==> config.mk <==
export PLATFORM = sky130hd
export DESIGN_NAME = pixel_stream_fifo
export DESIGN_NICKNAME = d
export VERILOG_FILES = /design/src/rtl/pixel_stream_fifo.sv
export SDC_FILE = /design/constraint.sdc
export NUM_CORES = 1
export LEC_CHECK = 0
export CAP_MARGIN = 20
export CELL_PAD_IN_SITES_DETAIL_PLACEMENT = 1
export CELL_PAD_IN_SITES_GLOBAL_PLACEMENT = 2
export CORE_MARGIN = 2
export CORE_UTILIZATION = 45
export DETAILED_ROUTE_END_ITERATION = 6
export PLACE_DENSITY_LB_ADDON = 0.1
export RECOVER_POWER = 25
export SYNTH_ARGS = -nofsm -noshare
export SYNTH_HDL_FRONTEND = slang
export SYNTH_SLANG_ARGS = --single-unit
==> constraint.sdc <==
create_clock -name clk -period 5.73 [get_ports clk]
set_clock_uncertainty 0.15 [all_clocks]
set_input_delay 1.719 -clock clk [delete_from_list [all_inputs] [get_ports clk]]
set_output_delay 1.719 -clock clk [all_outputs]
set_load 0.005 [all_outputs]
==> src/rtl/pixel_stream_fifo.sv <==
// Single-clock pixel buffer between the pattern source and the VGA output.
// Registered read port with one cycle of latency; empty reads return BLANK.
module pixel_stream_fifo #(
    parameter int                 NCH       = 3,
    parameter int                 BPC       = 8,
    parameter int                 DEPTH     = 16,
    parameter int                 AF_THRESH = 12,
    parameter logic [NCH*BPC-1:0] BLANK     = '0
) (
    input  logic                      clk,
    input  logic                      rst,
    input  logic                      flush,
    input  logic                      wr_en,
    input  logic [NCH*BPC-1:0]        din,
    output logic                      full,
    output logic                      almost_full,
    input  logic                      rd_en,
    output logic [NCH*BPC-1:0]        dout,
    output logic                      dout_valid,
    output logic                      empty,
    output logic [$clog2(DEPTH):0]    level,
    output logic                      overflow,
    output logic                      underflow,
    output logic [15:0]               ufl_cnt
);
    localparam int AW = $clog2(DEPTH);
    localparam logic [AW:0] FULL_LVL = (AW+1)'(DEPTH);
    localparam logic [AW:0] AF_LVL   = (AW+1)'(AF_THRESH);

    typedef logic [NCH-1:0][BPC-1:0] pix_t;

    pix_t          mem [DEPTH];
    logic [AW-1:0] wptr, rptr;
    logic          wr_acc, rd_acc;

    assign full        = (level == FULL_LVL);
    assign empty       = (level == '0);
    assign almost_full = (level >= AF_LVL);

    // Flush blocks both ports so a flush cycle never moves data.
    assign wr_acc = wr_en & ~full  & ~flush;
    assign rd_acc = rd_en & ~empty & ~flush;

    // Storage carries no reset; contents are meaningless until written.
    always_ff @(posedge clk) begin
        if (wr_acc) mem[wptr] <= pix_t'(din);
    end

    always_ff @(posedge clk or posedge rst) begin
        if (rst) begin
            wptr       <= '0;
            rptr       <= '0;
            level      <= '0;
            dout       <= BLANK;
            dout_valid <= 1'b0;
            overflow   <= 1'b0;
            underflow  <= 1'b0;
            ufl_cnt    <= '0;
        end else if (flush) begin
            wptr       <= '0;
            rptr       <= '0;
            level      <= '0;
            dout       <= BLANK;
            dout_valid <= 1'b0;
            overflow   <= 1'b0;
            underflow  <= 1'b0;
            ufl_cnt    <= '0;
        end else begin
            if (wr_acc) wptr <= wptr + AW'(1);
            if (rd_acc) begin
                rptr       <= rptr + AW'(1);
                dout       <= mem[rptr];
                dout_valid <= 1'b1;
            end else begin
                dout_valid <= 1'b0;
                if (rd_en) dout <= BLANK;
            end
            // Same-cycle write at empty is not bypassed: the read still underflows.
            if (rd_en && empty) begin
                underflow <= 1'b1;
                if (ufl_cnt != 16'hFFFF) ufl_cnt <= ufl_cnt + 16'd1;
            end
            if (wr_en && full) overflow <= 1'b1;
            case ({wr_acc, rd_acc})
                2'b10:   level <= level + 1'b1;
                2'b01:   level <= level - 1'b1;
                default: level <= level;
            endcase
        end
    end
endmodule
==> results.sh, run 1 <==
export IMPL_reg2reg_slack_ns=2.49
export IMPL_clk_latency_ns=0.55
export IMPL_final_common_cell="edfxtp_1"
export IMPL_crit_path_start="flush"
export IMPL_track_usage_pct=20.4
export IMPL_p_leak_nw=6.54
export IMPL_dp_hpwl_um=24700
export IMPL_syn_nets=846
export IMPL_r2r_cells=4
export IMPL_tightest_slew_ns=2.03
export IMPL_final_cell_mix="edfxtp_1, mux4_2, clkdlybuf4s50_1"
export IMPL_status="finished with violations"
export IMPL_min_period_ns=4.58
export IMPL_fillers=3336
export IMPL_syn_cell_area_um2=17200
export IMPL_setup_viol=0
export IMPL_cts_tree="built"
export IMPL_max_cap_violations=1
export IMPL_die_w_um=199
export IMPL_drt_total_wl_um=38900
export IMPL_hold_path_class="flop to flop"
export IMPL_h_tree_depth=2
export IMPL_vias=8434
export IMPL_core_area_um2=37700
export IMPL_antenna_found_initial=0
export IMPL_hold_buffers=0
export IMPL_drc=0
export IMPL_post_cts_buffers=0
export IMPL_clk_path_buf_depth=3
export IMPL_num_rows=71
export IMPL_hold_viol=0
export IMPL_viasPerCell=5.76
export IMPL_antennaDiodeCount=0
export IMPL_powerDensity_nw_per_um2=401
export IMPL_layout_nets=954
export IMPL_crit_end="dout[8]$_DFFE_PP0P_"
export IMPL_area_delta_synth_final_pct=17.3
export IMPL_synth_seq_area_share_pct=75.3
export IMPL_postSynthAreaPerCell_um2=21.2
export IMPL_grt_pass1_vias=8945
export IMPL_synth_distinct_cells=50
export IMPL_post_cts_resized=0
export IMPL_wl_per_cell_um=26.6
export IMPL_timing_slew_headroom_pct=-35.4
export IMPL_ant_nets=0
export IMPL_die_h_um=199
export IMPL_ios=80
export IMPL_die_area_um2=39800
export IMPL_tns_ns=0
export IMPL_numPortBuffers=79
export IMPL_clockRootBuffer="clkbuf_16"
export IMPL_critPathKind="input port to flop"
export IMPL_slew_viol_final=39
export IMPL_rsz0062_at_grt="false"
export IMPL_holdWs_ns=0.345
export IMPL_ys_ff_latch=440
export IMPL_yosys_warnings=0
export IMPL_worstSetupStartpointType="input port"
export IMPL_gp_congestion=0.794
export IMPL_drt_iter0_markers=716
export IMPL_timing_fmax_mhz=218
export IMPL_cts_sinks=440
export IMPL_firstDrtPassIters=5
export IMPL_worstPathRequired_ns=6.00
export IMPL_cp_arrival_ns=4.85
export IMPL_power_w=0.00809
export IMPL_syn_inst=809
export IMPL_grt_max_degree=68
export IMPL_ir_drop_v=0.000307
export IMPL_path_max_fanout=38
export IMPL_grt_pass1_wl_um=58400
export IMPL_gr_total_overflow=0
export IMPL_finalCritPeriodShare_pct=79.9
export IMPL_reg2reg_to="dout[2]$_DFFE_PP0P_"
export IMPL_start_util_pct=45.6
export IMPL_cts_buffers_inserted=46
export IMPL_clkTransAtPathRegs_ns=0.06
export IMPL_drive_gt1_share_pct=24.0
export IMPL_endpoint_kind="flop"
export IMPL_crit_reg2reg_launch="rptr[2]$_DFFE_PP0P_"
export IMPL_final_util_pct=53.5
export IMPL_violations="capacitance limit, slew limit"
==> power breakdown <==
group	internal (W)	switching, W
combinational	0.000792	0.000611
clock	0.00170	0.00117
sequential	0.00360	0.000224
total	0.00609	0.00200
==> worst min-delay path by stage <==
stage	start	to	slack (ns)	depth (start not counted)
floorplan	overflow$_DFFE_PP0P_	overflow$_DFFE_PP0P_	0.34	2
global placement	underflow$_DFFE_PP0P_	underflow$_DFFE_PP0P_	0.33	2
detailed placement	underflow$_DFFE_PP0P_	underflow$_DFFE_PP0P_	0.34	2
CTS	underflow$_DFFE_PP0P_	underflow$_DFFE_PP0P_	0.35	2
global route	dout[23]$_DFFE_PP0P_	dout[23]$_DFFE_PP0P_	0.38	1
finish	underflow$_DFFE_PP0P_	underflow$_DFFE_PP0P_	0.35	2
==> per-stage QoR <==
stage	instances	worst slack, ns	area (um^2)
after global routing	1464	0.996	20200
after floorplan	809	0.166	17200
after global placement	1379	1.42	18700
after CTS	1463	1.44	20100
final	1464	1.15	20200
after detailed placement	1379	1.34	18700
==> final cells by class <==
| type | instances | area, um^2 | area share, % |
|---|---|---|---|
| Clock buffer | 66 | 1330 | 6.59 |
| Clock inverter | 18 | 140 | 0.695 |
| Inverter | 8 | 30.0 | 0.149 |
| Multi-Input combinational cell | 316 | 4050 | 20.1 |
| Sequential cell | 440 | 12900 | 64.2 |
| Tap cell | 511 | 639 | 3.17 |
| Timing Repair Buffer | 105 | 1030 | 5.10 |
==> state kept, by name, indices dropped and copies added (netlist names) <==
signal	count
mem	384
dout	24
ufl_cnt	16
level	5
rptr	4
wptr	4
dout_valid	1
overflow	1
underflow	1
==> cells in the mapped netlist, drive strengths merged <==
cell type | number | area (um^2)
edfxtp | 384 | 11500
mux4 | 120 | 2700
dfrtp | 56 | 1400
nor2 | 29 | 109
clkbuf | 27 | 105
a22o | 24 | 210
buf | 18 | 93.8
and2 | 15 | 93.8
a21oi | 14 | 70.1
nand2 | 13 | 48.8
nand3 | 10 | 50.1
o21ai | 10 | 57.6
xor2 | 10 | 87.6
ha | 8 | 100
inv | 8 | 30.0
nor3 | 7 | 46.3
or3 | 7 | 43.8
nand4 | 5 | 37.5
a21o | 4 | 30.0
and3 | 3 | 18.8
and4 | 3 | 28.8
mux2i | 3 | 30.0
nor4 | 3 | 18.8
o21a | 3 | 22.5
xnor2 | 3 | 26.3
a31o | 2 | 17.5
mux2 | 2 | 26.3
nand2b | 2 | 12.5
nor2b | 2 | 12.5
o2111a | 2 | 22.5
o2111ai | 2 | 17.5
or4 | 2 | 18.8
a21boi | 1 | 7.51
a31oi | 1 | 6.26
nor3b | 1 | 7.51
nor4b | 1 | 8.76
o211ai | 1 | 7.51
o21ba | 1 | 10.0
o31ai | 1 | 7.51
o41ai | 1 | 8.76
==> kinds of logic after synthesis <==
kind of cell             count (synthesis)  synth area share (%)
flip-flops                             440                  75.3
AO/OA/AOI/OAI                           67                  2.88
adder cells (fa/ha/maj)                  8                 0.582
buffers and inverters                   53                  1.33
multiplexers                           125                  16.1
XOR/XNOR                                13                 0.663
AND/OR/NAND/NOR                        103                  3.23
==> layer usage <==
layer | global-route usage, % | wire, um | part of all wire (%)
met3 | 4.00 | 2480 | 6.4
met4 | 4.47 | 586 | 1.5
met5 | 0 | 0 | 0
met1 | 31.8 | 18300 | 47
met2 | 30.1 | 17500 | 45
==> critical path, cell delays in order <==
cell,delay [ns]
clkdlybuf4s50_1,0.48
clkbuf_1,1.46
nor2_2,0.53
buf_4,0.40
a22o_1,0.23
Power figures use the tool's default switching activity.
==> run 2, diff against run 1 <==
--- a/config.mk
+++ b/config.mk
@@ -9,7 +9,7 @@
 export CELL_PAD_IN_SITES_DETAIL_PLACEMENT = 1
 export CELL_PAD_IN_SITES_GLOBAL_PLACEMENT = 2
 export CORE_MARGIN = 2
-export CORE_UTILIZATION = 45
+export CORE_UTILIZATION = 43
 export DETAILED_ROUTE_END_ITERATION = 6
 export PLACE_DENSITY_LB_ADDON = 0.1
 export RECOVER_POWER = 25
==> constraint.sdc (replaced) <==
create_clock -name clk -period 4 [get_ports clk]
set_clock_uncertainty 0.15 [all_clocks]
set_input_delay 1.2 -clock clk [delete_from_list [all_inputs] [get_ports clk]]
set_output_delay 1.2 -clock clk [all_outputs]
set_load 0.005 [all_outputs]
==> run 2 against run 1 <==
  * The flow now finishes without violations
  * Global-route usage down 1.1 points
  * Worst hold slack improved by 0.0079 ns
  * Flip-flop and latch count unchanged
  * Critical endpoint is now empty
  * Largest cell class unchanged
==> results.sh, run 2 (same netlist as run 1, synthesis figures left out) <==
export IMPL_powerDensity_nw_per_um2=559
export IMPL_final_area_um2=20300
export IMPL_post_cts_resized=0
export IMPL_drive_gt1_share_pct=24.5
export IMPL_cp_arrival_ns=2.35
export IMPL_path_cells="or4_4 > nor2_1 > clkdlybuf4s50_1"
export IMPL_viasPerCell=5.58
export IMPL_timing_fmax_mhz=271
export IMPL_start_util_pct=43.5
export IMPL_regMostFlops="mem"
export IMPL_final_common_cell="edfxtp_1"
export IMPL_endpoint_kind="output pin"
export IMPL_die_w_um=204
export IMPL_internal_power_w=0.00859
export IMPL_path_max_fanout=9
export IMPL_worstPathRequired_ns=2.65
export IMPL_setup_viol=0
export IMPL_dp_hpwl_um=22300
export IMPL_ant_nets=0
export IMPL_numPortBuffers=79
export IMPL_wl_per_cell_um=25.8
export IMPL_track_usage_pct=19.3
export IMPL_antenna_found_initial=2
export IMPL_clkTransAtPathRegs_ns=0.06
export IMPL_p_sw_w=0.00277
export IMPL_timing_slew_headroom_pct=22.1
export IMPL_power_switching_share_pct=24.4
export IMPL_min_period_ns=3.70
export IMPL_h_tree_depth=2
export IMPL_drt_total_wl_um=38400
export IMPL_hold_buffers=0
export IMPL_ios=80
export IMPL_grt_pass1_vias=9099
export IMPL_finalCritPeriodShare_pct=92.4
export IMPL_die_h_um=204
export IMPL_hold_viol=0
export IMPL_layout_nets=966
export IMPL_slew_viol_final=0
export IMPL_rsz0062_at_grt="false"
export IMPL_p_leak_nw=6.57
export IMPL_gp_congestion=0.761
export IMPL_clockRootBuffer="clkbuf_16"
export IMPL_gr_total_overflow=0
export IMPL_grt_max_degree=48
export IMPL_reg_top3="mem: 384 flops, dout: 24 flops, ufl_cnt: 16 flops"
export IMPL_antennaDiodeCount=0
export IMPL_area_delta_synth_final_pct=18.3
export IMPL_ir_drop_v=0.000367
export IMPL_layout_cells_non_filler=1489
export IMPL_clk_path_buf_depth=3
export IMPL_die_area_um2=41600
export IMPL_tightest_slew_ns=1.17
export IMPL_slowest_stage="or4_4"
export IMPL_grt_pass1_wl_um=58600
export IMPL_drc=0
export IMPL_hold_path_class="flop to flop"
export IMPL_final_cell_mix="edfxtp_1, mux4_2, clkdlybuf4s50_1"
export IMPL_max_cap_violations=0
export IMPL_largest_reg_flops=384
export IMPL_num_rows=73
export IMPL_postPlaceCellArea_um2=19000
export IMPL_clk_latency_ns=0.56
export IMPL_status="finished, final reports clean"
export IMPL_core_area_um2=39500
export IMPL_vias=8313
export IMPL_max_stage_delay_ns=0.65
export IMPL_firstDrtPassIters=4
export IMPL_cts_tree="built"
export IMPL_cts_buffers_inserted=47
export IMPL_worstSetupStartpointType="flop"
export IMPL_clkPwrFrac_pct=34.8
export IMPL_pwr_share_comb_pct=17.5
export IMPL_dp_cells=1405
export IMPL_cts_sinks=440
export IMPL_drt_iter0_markers=630
export IMPL_critPathKind="flop to output pin"
export IMPL_p_seq_share_pct=47.7
export IMPL_post_cts_buffers=0
## run 2: cell types whose count changed in the layout (fill, tap and decap cells not counted), moves of 2 or more
| cell | before | now |
|---|---|---|
| nor3_4 | 1 | 3 |
| clkbuf_8 | 6 | 2 |
| clkinv_1 | 6 | 10 |
| nor3_2 | 2 | 0 |
| buf_12 | 2 | 15 |
## run 2: layout make-up
type | count | area, um^2
fillers | 3490 | 19200
multi-input cells | 316 | 4070
inverters | 8 | 30.0
clock buffers | 63 | 1260
well taps | 525 | 657
repair buffers | 116 | 1250
clock inverters | 21 | 128
flip-flops and latches | 440 | 12900
## run 2: final timing paths
| kind | start | cells past startpoint | end | slack [ns] |
|---|---|---|---|---|
| min in group asynchronous | rst | 2 | dout_valid$_DFF_PP0_ | 1.11 |
| min | dout[2]$_DFFE_PP0P_ | 1 | dout[2]$_DFFE_PP0P_ | 0.35 |
| max | level[1]$_DFFE_PP0P_ | 3 | empty | 0.30 |
| max in group asynchronous | rst | 3 | rptr[0]$_DFFE_PP0P_ | 0.82 |
| max reg2reg | level[1]$_DFFE_PP0P_ | 9 | level[4]$_DFFE_PP0P_ | 0.96 |
| min reg2reg | dout[2]$_DFFE_PP0P_ | 1 | dout[2]$_DFFE_PP0P_ | 0.35 |
## run 2: worst max-delay path: cells and delay by family (launching register included)
kind / cells / cell delay, ns
and+or+nand+nor: 2 / 0.77
DFF: 1 / 0.50
buffers and inverters: 1 / 0.51
## run 2: per-layer routing
layer	vias to the layer above	GRT usage [%]	part of all wire (%)
met5	-	0	0.078
met4	4	4.48	1.7
met3	54	4.00	4.8
met2	183	33.4	52
met1	4477	25.3	42
li1	3595	-	-
## run 2: power groups by stage
stage | Sequential [W] | Combinational, W | Clock (W)
6_report | 0.00542 | 0.00199 | 0.00395
3_3_place_gp | 0.00551 | 0.00199 | 0
2_1_floorplan | 0.00534 | 0.00148 | 0
3_5_place_dp | 0.00553 | 0.00204 | 0
4_1_cts | 0.00543 | 0.00205 | 0.00407
5_1_grt | 0.00546 | 0.00216 | 0.00424
## run 2: stage by stage
step           hold WS [ns]  util (%)  power [W]  setup WS (ns)  TNS (ns)
2_1_floorplan         0.336         -    0.00682        -0.0525     -1.26
3_3_place_gp          0.330      48.0    0.00751          0.417         0
3_5_place_dp          0.342      48.0    0.00756          0.358         0
4_1_cts               0.360      51.5     0.0115          0.269         0
5_1_grt               0.373      51.4     0.0119          0.197         0
6_report              0.353      51.4     0.0114          0.303         0
==> run 3, diff against run 2 <==
--- a/config.mk
+++ b/config.mk
@@ -5,6 +5,7 @@
 export SDC_FILE = /design/constraint.sdc
 export NUM_CORES = 1
 export LEC_CHECK = 0
+export ABC_CLOCK_PERIOD_IN_PS = 4000
 export CAP_MARGIN = 20
 export CELL_PAD_IN_SITES_DETAIL_PLACEMENT = 1
 export CELL_PAD_IN_SITES_GLOBAL_PLACEMENT = 2
==> results of run 3 <==
The final DEF is identical to that of run 2; final timing and power are the same.
